<file path="config.mk">
export PLATFORM = sky130hd
export DESIGN_NAME = egg_timer_ctrl
export DESIGN_NICKNAME = d
export VERILOG_FILES = /design/src/rtl/egg_timer_ctrl.sv
export SDC_FILE = /design/constraint.sdc
export NUM_CORES = 1
export LEC_CHECK = 0
export BUFFER_PORTS_ARGS = -buffer_cell sky130_fd_sc_hd__clkbuf_2
export CORE_MARGIN = 4
export CORE_UTILIZATION = 44
export DETAILED_ROUTE_END_ITERATION = 10
export GPL_TIMING_DRIVEN = 0
export PLACE_DENSITY = 0.67
export SLEW_MARGIN = 20
export SYNTH_ARGS = -nofsm -noshare
export SYNTH_HDL_FRONTEND = slang
export SYNTH_SLANG_ARGS = --single-unit
</file>
<file path="constraint.sdc">
create_clock -name clk -period 3.11 [get_ports clk]
set_clock_uncertainty 0.2 [all_clocks]
set_input_delay 0.933 -clock clk [delete_from_list [all_inputs] [get_ports clk]]
set_output_delay 0.933 -clock clk [all_outputs]
set_load 0.005 [all_outputs]
</file>
<file path="src/rtl/egg_timer_ctrl.sv">
// Egg-timer controller: key-driven mode FSM, mm:ss countdown with 1 s prescaler,
// pause/resume and a flashing alarm that auto-acknowledges and reloads the last setting.
module egg_timer_ctrl #(
  parameter int unsigned TICK_DIV      = 50000000,
  parameter int unsigned MAX_MIN       = 99,
  parameter int unsigned MIN_W         = $clog2(MAX_MIN + 1),
  parameter int unsigned SET_W         = 8,
  parameter int unsigned FLASH_DIV     = 12500000,
  parameter int unsigned ALARM_TOGGLES = 16
) (
  input  logic             clk,
  input  logic             reset_n,
  input  logic [2:0]       key,
  input  logic [SET_W-1:0] set_val,
  output logic [2:0]       state,
  output logic [MIN_W-1:0] min_out,
  output logic [5:0]       sec_out,
  output logic             alarm,
  output logic             flash,
  output logic             done
);

  localparam int unsigned PRESC_W = $clog2(TICK_DIV);
  localparam int unsigned FLASH_W = (FLASH_DIV > 1) ? $clog2(FLASH_DIV) : 1;
  localparam int unsigned TOG_W   = (ALARM_TOGGLES > 0) ? $clog2(ALARM_TOGGLES + 1) : 1;

  localparam logic [2:0] StSetSec   = 3'd0;
  localparam logic [2:0] StSetMin   = 3'd1;
  localparam logic [2:0] StTimer    = 3'd2;
  localparam logic [2:0] StReady    = 3'd3;
  localparam logic [2:0] StReset    = 3'd4;
  localparam logic [2:0] StFlashOn  = 3'd5;
  localparam logic [2:0] StFlashOff = 3'd6;
  localparam logic [2:0] StPause    = 3'd7;

  logic [2:0]         state_q, state_d;
  logic [MIN_W-1:0]   min_q, min_d, load_min_q, load_min_d, dec_min;
  logic [5:0]         sec_q, sec_d, load_sec_q, load_sec_d, dec_sec;
  logic [PRESC_W-1:0] presc_q, presc_d;
  logic [FLASH_W-1:0] flash_cnt_q, flash_cnt_d;
  logic [TOG_W-1:0]   tog_q, tog_d;
  logic [1:0]         key_q;
  logic               done_q, done_d;
  logic               press1, press2, tick;

  // History holds key[2:1] only; key[0] is level-sensitive.
  assign press1 = key[1] & ~key_q[0];
  assign press2 = key[2] & ~key_q[1];
  assign tick   = (presc_q == PRESC_W'(TICK_DIV - 1));

  always_comb begin
    if (sec_q == 6'd0) begin
      dec_sec = 6'd59;
      dec_min = min_q - MIN_W'(1);
    end else begin
      dec_sec = sec_q - 6'd1;
      dec_min = min_q;
    end
  end

  always_comb begin
    state_d     = state_q;
    min_d       = min_q;
    sec_d       = sec_q;
    load_min_d  = load_min_q;
    load_sec_d  = load_sec_q;
    presc_d     = presc_q;
    flash_cnt_d = flash_cnt_q;
    tog_d       = tog_q;
    done_d      = 1'b0;
    if (key[0]) begin
      state_d     = StReset;
      min_d       = '0;
      sec_d       = '0;
      load_min_d  = '0;
      load_sec_d  = '0;
      presc_d     = '0;
      flash_cnt_d = '0;
      tog_d       = '0;
    end else begin
      case (state_q)
        StReset: state_d = StSetSec;
        StSetSec: if (press1) begin
          sec_d      = (32'(set_val) > 32'd59) ? 6'd59 : 6'(set_val);
          load_sec_d = sec_d;
          state_d    = StSetMin;
        end
        StSetMin: if (press1) begin
          min_d      = (32'(set_val) > MAX_MIN) ? MIN_W'(MAX_MIN) : MIN_W'(set_val);
          load_min_d = min_d;
          state_d    = StReady;
        end
        StReady: if (press2 && (min_q != '0 || sec_q != '0)) begin
          presc_d = '0;
          state_d = StTimer;
        end
        StTimer: begin
          presc_d = tick ? '0 : presc_q + PRESC_W'(1);
          if (press2) state_d = StPause;
          if (tick) begin
            min_d = dec_min;
            sec_d = dec_sec;
            // Expiry overrides a pause pressed on the same cycle.
            if (dec_min == '0 && dec_sec == 6'd0) begin
              done_d      = 1'b1;
              flash_cnt_d = '0;
              tog_d       = '0;
              state_d     = StFlashOn;
            end
          end
        end
        StPause: if (press2) state_d = StTimer;
        StFlashOn, StFlashOff: begin
          if (press2) begin
            min_d   = load_min_q;
            sec_d   = load_sec_q;
            state_d = StReady;
          end else if (flash_cnt_q == FLASH_W'(FLASH_DIV - 1)) begin
            flash_cnt_d = '0;
            tog_d       = tog_q + TOG_W'(1);
            if (ALARM_TOGGLES != 0 && 32'(tog_q) + 32'd1 == ALARM_TOGGLES) begin
              min_d   = load_min_q;
              sec_d   = load_sec_q;
              state_d = StReady;
            end else begin
              state_d = (state_q == StFlashOn) ? StFlashOff : StFlashOn;
            end
          end else begin
            flash_cnt_d = flash_cnt_q + FLASH_W'(1);
          end
        end
        default: state_d = StReset;
      endcase
    end
  end

  always_ff @(posedge clk or negedge reset_n) begin
    if (!reset_n) begin
      state_q     <= StReset;
      min_q       <= '0;
      sec_q       <= '0;
      load_min_q  <= '0;
      load_sec_q  <= '0;
      presc_q     <= '0;
      flash_cnt_q <= '0;
      tog_q       <= '0;
      key_q       <= '0;
      done_q      <= 1'b0;
    end else begin
      state_q     <= state_d;
      min_q       <= min_d;
      sec_q       <= sec_d;
      load_min_q  <= load_min_d;
      load_sec_q  <= load_sec_d;
      presc_q     <= presc_d;
      flash_cnt_q <= flash_cnt_d;
      tog_q       <= tog_d;
      key_q       <= key[2:1];
      done_q      <= done_d;
    end
  end

  assign state   = state_q;
  assign min_out = min_q;
  assign sec_out = sec_q;
  assign alarm   = (state_q == StFlashOn) || (state_q == StFlashOff);
  assign flash   = (state_q == StFlashOn);
  assign done    = done_q;

endmodule

</file>
# Yosys cells after proc, flatten, opt, wreduce, memory -nomap -nowiden
# Index checks and enable logic that the tools add are counted.
[op_classes]
addsub = 6
n_mul = 0
n_div = 0
order_cmp = 2
eq_ne = 20
n_shift = 0
muxes = 55
bitwise = 4
reduce_logical = 26
[op_table]
columns = ["operator", "count"]
rows = [
  ["2-to-1 mux 24 bit", 5],
  ["2-to-1 mux 26 bit", 3],
  ["2-to-1 mux 7 bit", 10],
  ["2-to-1 mux 6 bit", 10],
  ["case mux 26 bit (2 select lines)", 1],
  ["case mux 24 bit (2 select lines)", 1],
  ["2-to-1 mux 3 bit", 11],
  ["adder 26 x 1 -> 26 bit, second input constant", 1],
  ["equality test 26 bit, second input constant", 1],
  ["2-to-1 mux 5 bit", 5],
  ["adder 24 x 1 -> 24 bit, second input constant", 1],
  ["equality test 24 bit, second input constant", 1],
  ["!= test 3 bit, second input constant", 8],
  ["case mux 3 bit (7 select lines)", 1],
  ["case mux 7 bit (3 select lines)", 1],
  ["AND reduction 5 bit", 4],
  ["case mux 6 bit (3 select lines)", 1],
  ["equality test 3 bit, second input constant", 4],
  ["logical NOT 6 bit", 2],
  ["case mux 5 bit (2 select lines)", 1],
  ["> comparator 8 x 6 -> 1 bit, second input constant", 1],
  ["> comparator 8 x 7 -> 1 bit, second input constant", 1],
  ["!= test 4 bit, second input constant", 2],
  ["nonzero test 4 bit", 2],
  ["22 further kinds", 35],
]
[totals]
ff_bits = 87
latchBits = 0
ramBits = 0
mem_bits_ro = 0
input_bits = 13
output_inout_bits = 19
word_cells = 123
mem_count = 0

# Logic depth before layout (Yosys ltp)
[depth]
ltp_word = 8
mapped_depth = 10
mapped_depth_nobuf = 8

# Worst setup path after synthesis
# No wires, ideal clock.
[synth_path]
kind = "input to register"
startpoint = "input port key[0]"
endpoint = "register sec_q[4] (netlist: sec_out[4])"
setup_ns = 0.121
arrival_ns = 2.238
required_ns = 2.789
setup_slack_ns = 0.551
cell_stages = 7
path_buffers = 1
path_cell_list = "nand2b_1 nor3_1 o31ai_1 o211ai_1 clkbuf_1 a21oi_1 o22a_1"
[synth_via]
elab_chain_len = 2
elab_cells_between_ends = 7
cone_classes = "4 x eq/ne; 1 x mux; 2 x reduce/logical"
[synth_lines]
columns = ["item", "line", "rtl"]
rows = [
  ["start: declaration", "13", "input logic [2:0] key,"],
  ["!= test 4 bit (no line) (tied with other cells)", "n/a", ""],
  ["AND reduction 5 bit (no line)", "n/a", ""],
  ["end signal: assignment", "141", "sec_q <= '0;"],
  ["end signal: assignment", "152", "sec_q <= sec_d;"],
  ["end: declaration", "38", "logic [5:0] sec_q, sec_d, load_sec_q, load_sec_d, dec_sec;"],
]
# Several ways; a longest one is shown, not always the timed one.
# A chain may end at the register's enable or synchronous reset.

# Final worst setup path
[layout_path]
startpoint = "register state_q[0] (netlist: state[0])"
endpoint = "output port alarm"
[layout_via]
elab_chain_len = 2
elab_cells_between_ends = 3
cone_classes = "2 x eq/ne; 1 x reduce/logical"
[layout_lines]
columns = ["item", "line", "rtl"]
rows = [
  ["start: declaration", "36", "logic [2:0] state_q, state_d;"],
  ["start signal: assignment", "139", "state_q <= StReset;"],
  ["start signal: assignment", "150", "state_q <= state_d;"],
  ["equality test 3 bit", "166", "assign alarm = (state_q == StFlashOn) || (state_q == StFlashOff);"],
  ["logical OR 1 bit *", "166", ""],
  ["end: declaration", "18", "output logic alarm,"],
]
# Every way passes the cells marked *; elsewhere a longest branch is shown, timed or not.

==> results by group <==
Outcome
  • Status: completed

Logic synthesis
  • Synth Area in Compound Gates: 0.251
  • Post-synthesis simple-gate area fraction: 0.262
  • Count of unique library cells instantiated by Yosys: 72
  • Largest family of logic cells by synthesized area: simple AND/OR/NAND/NOR gates
  • Synth area leaders: dfrtp_1 40%, o21ai_0 5.2%, nand2_1 4.1%
  • Syn Area/Cell: 8.45 sq um
  • Syn Inst Count: 632
  • Syn_nets: 651
  • Post-synthesis mux area share: 0.00796
  • Synth Area in XOR/XNOR: 0.0148
  • Area leader, netlist: dfrtp_1
  • Synth warn: 0
  • Register bit total from synthesis: 87
  • Post-synthesis adder-cell area fraction: 0.0141
  • Fraction of registers with async set/reset: 1.00
  • Post-synth EDFFs: 0
  • Sequential share of the synthesized area: 0.408
  • Main synth FF type: dfrtp_1
  • Synth top area share: 0.403
  • Mapped cell area: 5340 sq um

Critical path
  • Crit path DAT: 1870 ps
  • Crit path largest cell delay: 370 ps
  • WP data required: 1980 ps
  • Most frequent CP cell: clkbuf_2
  • Cells along the critical path: clkbuf_2 > xor2_2 > nand2_1 > clkinv_1 > clkbuf_2
  • Critical path type: reg -> out
  • CP delay by family, top: buffers and inverters
  • Crit end category: output pin
  • Crit path buffers/inverters: 3
  • Critical path peak fanout: 9
  • Critical path launch point type: flop
  • Slowest cell on the critical path: dfrtp_1

Hold path
  • Hold WC Path Type: reg -> reg

Detailed routing
  • Final WL: 14.2 mm
  • Via/cell ratio: 6.32
  • Detail Route Antenna Nets: 0
  • Initial DRC count: 388
  • Vias after detailed routing: 5188
  • Drt first pass iters: 5
  • WL/cell: 17.3 um
  • DRC viols: 0

Global routing
  • First-pass GRT wire length: 24.2 mm
  • Vias in the first global route: 4992
  • Total global routing overflow: 0
  • Pin count of the biggest net entering global routing: 88
  • Total GRT Usage: 0.208
  • Initial antenna violation count: 0

Die
  • Die span in x: 118 um
  • Die H: 118 um
  • Top Ports: 32
  • Row count: 39
  • Die area: 14000 sq um
  • Core area: 11700 sq um
  • Starting Density: 0.458

Cells and area
  • Antenna cells: 0
  • Area grow syn2layout: 12.2%
  • Fill count: 1077
  • Most frequent cells in the layout: 86 x dfrtp_1, 59 x nand2_1, 57 x nor2_1
  • Design Area, Final: 5990 sq um
  • Layout cells sized above 1: 0.115
  • Nets@finish: 693
  • Most common cell after layout, fill and taps aside: dfrtp_1

Place
  • Hpwl dp: 10.0 mm
  • Port Buffers: 31
  • Cell Area, Placed: 5680 sq um
  • GP Congestion: 0.918

CTS
  • H-tree depth: 3
  • CTS tree: done
  • Clock tree sinks: 87
  • Bufs on Longest Clock Path: 2
  • CTS clk-pin slew, worst paths: 60 ps
  • CTS buffer count: 9
  • Clk_lat worst skew: 350 ps
  • Post-CTS Setup Bufs: 0
  • Root Buffer: clkbuf_16
  • CTS Hold Bufs: 0
  • Number of gates resized after CTS: 0

Power
  • P_leak: 2.40 nW
  • Pwr/cell area: 626 nW/um^2
  • Total power: 0.00376 W
  • Max VDD drop: 290 uV

STA
  • RSZ-0062 raised after global routing: no
  • Max-Slew Margin vs Limit: 0.520
  • Post-route clock period utilization: 0.964
  • Worst slew pin tran: 716 ps
  • Final min period: 3000 ps
  • Final Max Slew Viols: 0
  • F_max: 0.334 GHz
  • Fin. Hold Viols: 0
  • Final setup fails: 0

Job
  • Max-cap violations: 0
==> routing by layer <==
metal / global-route usage / wire, um / up-vias
li1: - / - / 2477
met1: 0.279 / 6440 / 2489
met2: 0.325 / 6490 / 194
met3: 0.0387 / 888 / 28
met4: 0.0996 / 396 / 0
met5: 0 / 0 / -
==> path summary, 6_finish.rpt <==
kind,slack [ps],end,cells past startpoint,from
setup / recovery,110,alarm,5,state[0]$_DFFE_PN0P_
hold / removal,280,presc_q[25]$_DFFE_PN0P_,1,presc_q[25]$_DFFE_PN0P_
setup reg to reg,220,tog_q[3]$_DFFE_PN0P_,10,sec_out[0]$_DFFE_PN0P_
hold reg to reg,280,presc_q[25]$_DFFE_PN0P_,1,presc_q[25]$_DFFE_PN0P_
max in group asynchronous,1780,sec_out[5]$_DFFE_PN0P_,1,reset_n
min in group asynchronous,420,load_sec_q[4]$_DFFE_PN0P_,1,reset_n
==> cell families after synthesis <==
kind of cell / after synthesis
DFF: 87
buffers and inverters: 53
and+or+nand+nor: 263
AOI/OAI and AO/OA: 210
muxes: 4
adders and majority gates: 6
xor gates and xnor gates: 9
==> registers in the layout, summed over array words and instances (netlist names) <==
register and flops:
presc_q 26, flash_cnt_q 24, load_min_q 7, min_out 7
load_sec_q 6, sec_out 6, tog_q 5, state 3
key_q 2, done 1
==> Yosys cell counts (7+ instances only) <==
master / number
a21oi_1: 40
a31oi_1: 33
buf_2: 7
clkbuf_1: 19
dfrtp_1: 86
inv_1: 20
nand2_1: 59
nand2b_1: 11
nand3_1: 29
nand4_1: 21
nor2_1: 57
nor2b_1: 12
nor3_1: 19
o211ai_1: 8
o21ai_0: 56
o31ai_1: 19
==> stage by stage <==
| step | worst slack (ps) | setup TNS (ps) | hold WS, ps | cells | utilization |
|---|---|---|---|---|---|
| 2_1_floorplan | 551 | 0 | 237 | 632 | - |
| 3_3_place_gp | -220 | -10770 | 268 | 806 | 0.487 |
| 3_5_place_dp | -253 | -3520 | 268 | 806 | 0.487 |
| 4_1_cts | 2.82 | 0 | 281 | 821 | 0.511 |
| 5_1_grt | 8.41 | 0 | 298 | 821 | 0.514 |
| 6_report | 112 | 0 | 283 | 821 | 0.514 |
==> area by class of cell <==
class / count / area [sq um] / area share
timing repair buffer: 31 / 164 / 0.0273
sequential: 87 / 2180 / 0.363
tap: 143 / 179 / 0.0298
clock buffer: 15 / 278 / 0.0463
multi-input combinational: 492 / 2960 / 0.494
buffer: 32 / 153 / 0.0255
inverter: 21 / 78.8 / 0.0131
==> power by group <==
part           switching [W]  leakage (nW)  internal, W
sequential          0.000152          1.18      0.00124
clock               0.000429         0.136     0.000604
combinational       0.000835          1.09     0.000494
No activity file was read; power rests on OpenSTA's default activity.
